[src/rtl/sobel_gradient_conv_pkg.sv]
// Shared definitions for the streaming 3x3 Sobel gradient stage.
//   - Default widths for pixels, signed gradients and normalization divisors.
//   - Sobel kernel weights: the outer taps weigh 1 and the centre tap weighs 2.
//   - Row indices inside a packed column vector.
//   - Fill level at which the 3-column window is complete.
package sobel_gradient_conv_pkg;

  localparam int PIXEL_WIDTH   = 8;
  localparam int GRAD_WIDTH    = 12;
  localparam int DIVISOR_WIDTH = 6;

  localparam int W_OUTER  = 1;
  localparam int W_CENTER = 2;

  localparam int ROW_TOP = 0;
  localparam int ROW_MID = 1;
  localparam int ROW_BOT = 2;

  localparam logic [1:0] FILL_FULL = 2'd3;

endpackage

[src/rtl/sobel_gradient_conv_sum.sv]
// Registered Sobel weighted sum a + 2b + c over three unsigned pixels.
// Ports:
//   clock  : rising-edge clock
//   a_i    : first outer tap (unsigned, pixel_width bits)
//   b_i    : centre tap (unsigned, pixel_width bits)
//   c_i    : second outer tap (unsigned, pixel_width bits)
//   sum_o  : registered sum (unsigned, pixel_width+2 bits)
// This block carries no valid logic; the parent tracks validity alongside it.
module sobel_weighted_sum
  import sobel_gradient_conv_pkg::*;
#(
  parameter int pixel_width = PIXEL_WIDTH
) (
  input  logic                   clock,
  input  logic [pixel_width-1:0] a_i,
  input  logic [pixel_width-1:0] b_i,
  input  logic [pixel_width-1:0] c_i,
  output logic [pixel_width+1:0] sum_o
);

  localparam int SW = pixel_width + 2;
  localparam logic [SW-1:0] K_OUTER  = SW'(W_OUTER);
  localparam logic [SW-1:0] K_CENTER = SW'(W_CENTER);

  logic [SW-1:0] sum_d;

  // Four times the maximum pixel value fits exactly in pixel_width+2 bits.
  always_comb begin
    sum_d = K_OUTER * {2'b00, a_i} + K_CENTER * {2'b00, b_i} + K_OUTER * {2'b00, c_i};
  end

  always_ff @(posedge clock) begin
    sum_o <= sum_d;
  end

endmodule

[src/rtl/sobel_gradient_conv.sv]
// Streaming 3x3 Sobel convolution stage that feeds a pair of pipelined dividers.
// One pixel column (top/mid/bottom) arrives per valid cycle. Once three columns
// of the current line are in the window, the stage emits signed Gx/Gy dividends
// together with the divisor that arrived with the newest column.
// Latency is 2 cycles after the sampling edge. There is no backpressure.
// Ports:
//   clock         : rising-edge clock
//   reset         : synchronous, active-high
//   input_valid   : a column is present this cycle
//   line_start    : this column starts a new line (qualified by input_valid)
//   pix_top       : top-row pixel of the column
//   pix_mid       : middle-row pixel of the column
//   pix_bot       : bottom-row pixel of the column
//   norm_divisor  : normalization divisor sampled with the column
//   output_valid  : gx/gy/divisor valid this cycle
//   gx            : signed horizontal gradient
//   gy            : signed vertical gradient
//   divisor       : divisor aligned with gx/gy
module sobel_gradient_conv
  import sobel_gradient_conv_pkg::*;
#(
  parameter int pixel_width   = PIXEL_WIDTH,
  parameter int grad_width    = GRAD_WIDTH,
  parameter int divisor_width = DIVISOR_WIDTH
) (
  input  logic                           clock,
  input  logic                           reset,
  input  logic                           input_valid,
  input  logic                           line_start,
  input  logic        [pixel_width-1:0]  pix_top,
  input  logic        [pixel_width-1:0]  pix_mid,
  input  logic        [pixel_width-1:0]  pix_bot,
  input  logic        [divisor_width-1:0] norm_divisor,
  output logic                           output_valid,
  output logic signed [grad_width-1:0]   gx,
  output logic signed [grad_width-1:0]   gy,
  output logic        [divisor_width-1:0] divisor
);

  localparam int SW = pixel_width + 2;

  function automatic logic [1:0] fill_sat_inc(input logic [1:0] f);
    return (f == FILL_FULL) ? FILL_FULL : f + 2'd1;
  endfunction

  // Both sums are zero-extended before the subtraction, so the signed
  // difference cannot overflow as long as grad_width >= pixel_width+3.
  function automatic logic signed [grad_width-1:0] grad_diff(
    input logic [SW-1:0] pos,
    input logic [SW-1:0] neg
  );
    logic signed [grad_width-1:0] p;
    logic signed [grad_width-1:0] n;
    p = $signed(grad_width'(pos));
    n = $signed(grad_width'(neg));
    return p - n;
  endfunction

  // Window columns: c0 is the oldest, c2 the newest; element index = row.
  logic [2:0][pixel_width-1:0] c0_p0, c1_p0, c2_p0;
  logic [divisor_width-1:0]    div_p0, div_p1;
  logic                        vld_p0, vld_p1;
  logic [1:0]                  fill_q, fill_d;
  logic [SW-1:0]               gxp_p1, gxn_p1, gyp_p1, gyn_p1;

  // A line start restarts the count at 1. After reset the counter is 0, so
  // the first accepted column also lands at 1 and acts as a line start.
  always_comb begin
    fill_d = line_start ? 2'd1 : fill_sat_inc(fill_q);
  end

  always_ff @(posedge clock) begin
    if (reset) begin
      fill_q       <= 2'd0;
      vld_p0       <= 1'b0;
      vld_p1       <= 1'b0;
      output_valid <= 1'b0;
    end else begin
      if (input_valid) fill_q <= fill_d;
      vld_p0       <= input_valid && (fill_d == FILL_FULL);
      vld_p1       <= vld_p0;
      output_valid <= vld_p1;
    end
  end

  always_ff @(posedge clock) begin
    if (reset) begin
      c0_p0   <= '0;
      c1_p0   <= '0;
      c2_p0   <= '0;
      div_p0  <= '0;
      div_p1  <= '0;
      gx      <= '0;
      gy      <= '0;
      divisor <= '0;
    end else begin
      // Stage p0: shift the new column into the window.
      if (input_valid) begin
        c0_p0  <= c1_p0;
        c1_p0  <= c2_p0;
        c2_p0  <= {pix_bot, pix_mid, pix_top};
        div_p0 <= norm_divisor;
      end
      // Stage p1: partial sums are registered in the sub-modules.
      div_p1 <= div_p0;
      // Stage p2: final differences. The outputs hold when no result is present.
      if (vld_p1) begin
        gx      <= grad_diff(gxp_p1, gxn_p1);
        gy      <= grad_diff(gyp_p1, gyn_p1);
        divisor <= div_p1;
      end
    end
  end

  sobel_weighted_sum #(.pixel_width(pixel_width)) u_gx_pos (
    .clock (clock),
    .a_i   (c2_p0[ROW_TOP]),
    .b_i   (c2_p0[ROW_MID]),
    .c_i   (c2_p0[ROW_BOT]),
    .sum_o (gxp_p1)
  );

  sobel_weighted_sum #(.pixel_width(pixel_width)) u_gx_neg (
    .clock (clock),
    .a_i   (c0_p0[ROW_TOP]),
    .b_i   (c0_p0[ROW_MID]),
    .c_i   (c0_p0[ROW_BOT]),
    .sum_o (gxn_p1)
  );

  sobel_weighted_sum #(.pixel_width(pixel_width)) u_gy_pos (
    .clock (clock),
    .a_i   (c0_p0[ROW_BOT]),
    .b_i   (c1_p0[ROW_BOT]),
    .c_i   (c2_p0[ROW_BOT]),
    .sum_o (gyp_p1)
  );

  sobel_weighted_sum #(.pixel_width(pixel_width)) u_gy_neg (
    .clock (clock),
    .a_i   (c0_p0[ROW_TOP]),
    .b_i   (c1_p0[ROW_TOP]),
    .c_i   (c2_p0[ROW_TOP]),
    .sum_o (gyn_p1)
  );

endmodule

[config.mk]
export PLATFORM = sky130hd
export DESIGN_NAME = sobel_gradient_conv
export DESIGN_NICKNAME = d
export VERILOG_FILES = /design/src/rtl/sobel_gradient_conv_pkg.sv /design/src/rtl/sobel_gradient_conv_sum.sv /design/src/rtl/sobel_gradient_conv.sv
export SDC_FILE = /design/constraint.sdc
export NUM_CORES = 1
export LEC_CHECK = 0
export ABC_AREA = 1
export BUFFER_PORTS_ARGS = -buffer_cell sky130_fd_sc_hd__buf_2
export CAP_MARGIN = 20
export CORE_MARGIN = 2
export CORE_UTILIZATION = 65
export DETAILED_ROUTE_END_ITERATION = 6
export PLACE_DENSITY_LB_ADDON = 0.05
export SETUP_SLACK_MARGIN = 0.2
export SLEW_MARGIN = 20
export SYNTH_ARGS = -nofsm -noshare
export SYNTH_HDL_FRONTEND = slang
export SYNTH_SLANG_ARGS = --single-unit
[constraint.sdc]
create_clock -name clock -period 6.45 [get_ports clock]
set_input_delay 0.9675 -clock clock [delete_from_list [all_inputs] [get_ports clock]]
set_output_delay 0.9675 -clock clock [all_outputs]
set_load 0.01 [all_outputs]
# Word level (Yosys, flattened, before mapping)
# Cells that the tools add are included.
# classes
n_addsub,11
eq_ne,2
muxes,2
reduce_logical,1
# op_table
cell,count
10-bit by 8-bit adder with 10-bit output,4
8-bit by 9-bit adder with 10-bit output,4
10-bit by 10-bit subtractor with 11-bit output,2
2-bit == test (second input constant),2
2-bit two-way mux,2
2-bit by 1-bit adder with 2-bit output (second input constant),1
1-bit logical AND,1
# word_totals
regBits,159
inputBits,34
output_inout_bits,31
word_cells,38

# Longest topological paths before layout
# logic_depth
ltp_word,5
depth_mapped,13
mapped_depth_nobuf,13

# Cells and area by module
# A second synthesis with hierarchy kept.
# unflattened
cells_unflattened,959
area_unflattened_um2,7672.4
# modules_own_cells
module,instances,cells_per_inst,area_each_um2
sobel_gradient_conv,1,651,4889.7
sobel_weighted_sum (u_gx_neg ...),3,77,696.9
sobel_weighted_sum (u_gy_pos),1,77,691.9

# Worst setup path after synthesis
# OpenSTA, ideal clock, no wires.
# synth_timing
path_kind,register to register
from,reg c0_p0[1] (netlist bit)
to,reg u_gy_neg.sum_o[7]
setup_time_ps,121
arrival_time_ps,2058
t_required_ps,6329
path_slack_ps,4272
stages_incl_launch_ff,13
path_buffers,0
period_less_slack_ps,2178
cell_sequence,dfxtp_1 > inv_1 > fa_1 > inv_1 > ha_1 > fa_1 > nand3_1 > nand2_1 > nand2_1 > nand2_1 > nand2_1 > nand2_1 > xor2_1
# synth_via
elab_chain_len,2
# synth_lines
element,line_no,text
start: declaration,sobel_gradient_conv.sv:60,"logic [2:0][pixel_width-1:0] c0_p0, c1_p0, c2_p0;"
start signal: assignment,sobel_gradient_conv.sv:99,c0_p0 <= c1_p0;
8-bit by 9-bit adder with 10-bit output,sobel_gradient_conv_sum.sv:29,"sum_d = K_OUTER * {2'b00, a_i} + K_CENTER * {2'b00, b_i} + K_OUTER * {2'b00, c_i};"
10-bit by 8-bit adder with 10-bit output,sobel_gradient_conv_sum.sv:29,
named net u_gy_neg.sum_d[7],sobel_gradient_conv_sum.sv:25,logic [SW-1:0] sum_d;
end signal: assignment,sobel_gradient_conv_sum.sv:33,sum_o <= sum_d;
end: declaration,sobel_gradient_conv_sum.sv:18,output logic [pixel_width+1:0] sum_o
# The timed path passes the listed nets, and every way through them passes these cells.
# A chain may end at the register's enable or synchronous reset.

# Worst setup path after layout
# layout_timing
from,reg c0_p0[17] (netlist bit)
to,reg u_gy_pos.sum_o[7]
# layout_via
elab_chain_len,2
# layout_lines
element,line_no
8-bit by 9-bit adder with 10-bit output,sobel_gradient_conv_sum.sv:29
10-bit by 8-bit adder with 10-bit output,sobel_gradient_conv_sum.sv:29
named net u_gy_pos.sum_d[7],sobel_gradient_conv_sum.sv:25
end signal: assignment,sobel_gradient_conv_sum.sv:33
end: declaration,sobel_gradient_conv_sum.sv:18
# The timed path passes the listed nets, and every way through them passes these cells.

==> run summary <==
H-tree depth = 4
die area = 0.01287 sq mm
cts bufs inserted = 17
GPL Wtd Cong = 0.8230
First DRT Iteration DRCs = 471
Crit path arrival time = 2720 ps
endpoints failing setup = 0
Tmin final = 2411 ps
clk sinks = 157
DR WL/cell = 14.19 um
syn avg cell area = 8.334 sq um
Vias per Instance = 5.396
Startpoint Class = register
I/O Buffers = 64
number of global-route vias before repair = 5,850
Leak = 0.004238 uW
Fill cells = 853
total gr overflow = 0
# DRC = 0
Total Routed Length = 16.17 mm
final hold violation count = 0
initial antenna violation count = 0
final worst-path cycle share = 37.38%
antenna diode count = 0
Placed Cells = 1,108
largest net degree at the start of global routing = 100
nature of the critical path endpoint = register
fin nets = 1,108
worst-skew pair later-pin latency = 430 ps
first-pass GRT wire length = 27.11 mm
Non-Filler Instances = 1,140
post-route ant nets = 0
VDD IR max = 0.1887 mV
Crit path largest cell delay = 490 ps
CP max FO = 3
FF-to-FF setup slack = 4040 ps
worst path cell trace = inv_1 -> fa_1 -> inv_1 -> ha_1 -> inv_1 -> fa_1 -> o21ai_2 -> nand2_1 -> nand2_1 -> nand2_1 -> nand3_1 -> nand2_1
count of cell types in the netlist = 32
post_cts resized = 0
critical path class = register to register
RSZ-0062 raised after global routing = no
register area share after synthesis = 40.38%
# Post-CTS Setup Buffers = 0
Yosys reg bits = 157
fin util = 75.69%
All-Layer GR Usage = 26.56%
area delta synth->final = 12.46%
total power = 2594 uW
IO Pins = 65
Via Count = 6,152
fmax = 0.4147 GHz
CP max-delay cell = fa_1
Die X = 113.4 um
Pre-antenna DRT Iters = 4
Synth area leader = dfxtp_1
CTS tree = built
Max-cap violations = 0
Worst Tran Pin Value = 1072 ps
commonest non-fill, non-tap cells in the layout = nand2_1 (239), dfxtp_1 (157), a21oi_1 (104)
# rows = 39
dpl hpwl = 11.18 mm
Post-Syn Nets = 1,058
total negative slack = 0 ps
Clock Tree Buf Depth = 2
CTS Root Cell = clkbuf_16
status = complete, no violations
Slew HR = 28.51%
Setup Skew = 11.58 ps
synth warn = 0
final worst setup slack = 4039 ps
Synth Cell Area = 0.007784 sq mm
WP data required = 6760 ps
most used cell, CP = nand2_1
Synth area leaders = dfxtp_1 (40%), nand2_1 (12%), ha_1 (9.0%), fa_1 (8.7%), a21oi_1 (6.7%)
Initial Util = 67.30%
Worst Hold Class = register to register
Die Ht = 113.4 um
Slew Limit Fails = 0
# hold bufs at CTS = 0
Reg clk slew, reported paths = 60 ps
PwrDens = 296.4 mW/mm^2
worst slack, placed = 3744 ps
Syn Inst Count = 934
area share of the largest cell type after synthesis = 40.38%
CORE AREA = 0.01156 sq mm
commonest non-fill, non-tap cell in the layout = nand2_1
share of post-route cells with drive strength above 1 = 13.14%
synthesized netlist by cell type, drive strengths merged:
cell type	n
nand2	243
dfxtp	157
a21oi	108
inv	91
nor2	78
ha	56
nand3	43
fa	34
buf	27
xor2	25
a211oi	21
o21ai	15
clkbuf	10
nand4	10
a21o	4
o211ai	4
xnor2	4
clkinv	2
nor3	1
nor3b	1
state kept, by name (all words and copies together), names as in the netlist, 11 cells and up:
register	flops
gy	11
c0_p0	24
c1_p0	24
c2_p0	24
gx	11
cell type report:
type	instances	area (sq um)	area share [%]
sequential	157	3143	35.91
multi-input combinational	647	4080	46.61
timing repair buffer	68	352.8	4.031
clock inverter	12	182.7	2.087
tap	143	178.9	2.044
inverter	93	349.1	3.988
clock buffer	20	466.7	5.332
cell families (layout without fill, tap and decap cells):
group | count (synthesis) | count (layout) | synth area share (%)
flops | 157 | 157 | 40.38
compound gates | 152 | 152 | 11.59
fa+ha+maj | 90 | 90 | 17.75
buf+inv | 130 | 193 | 7.201
simple gates | 376 | 376 | 19.82
xor+xnor | 29 | 29 | 3.263
worst max-delay path, delay by kind of cell, from the launching register on:
| family | cells | cell delay (ps) |
|---|---|---|
| DFF | 1 | 340 |
| adders and majority gates | 3 | 1130 |
| AOI/OAI and AO/OA | 1 | 220 |
| and+or+nand+nor | 5 | 330 |
| buffers and inverters | 3 | 260 |
through the flow:
step | cell area (sq um) | hold WS, ps
final | 8753 | 403.8
after global placement | 8104 | 390.4
after detailed placement | 8104 | 396.0
after CTS | 8753 | 404.4
after floorplan | 7784 | 388.3
after global routing | 8753 | 416.5
path summary, 6_finish.rpt:
check	depth (start not counted)	from	end
min	2	vld_p0$_SDFF_PP0_	vld_p1$_SDFF_PP0_
max	12	c0_p0[17]$_SDFFE_PP0P_	u_gy_pos.sum_o[7]$_DFF_P_
max reg2reg	12	c0_p0[17]$_SDFFE_PP0P_	u_gy_pos.sum_o[7]$_DFF_P_
min reg2reg	2	vld_p0$_SDFF_PP0_	vld_p1$_SDFF_PP0_
metal layers:
layer  part of all wire (%)  track usage (%)  vias up
li1                       -                -     3112
met1                     44            33.33     2834
met2                     48            44.79      170
met3                    4.7            5.154       36
met4                    3.0            11.79        0
met5                      0                0        -
power breakdown:
part	internal (uW)	leakage [uW]	switching, uW	total (uW)
clock network	681	0.000309	403	1080
registers	1030	0.00128	36.3	1060
logic	172	0.00264	275	447
Note: power is estimated with default switching activity, not from simulation.
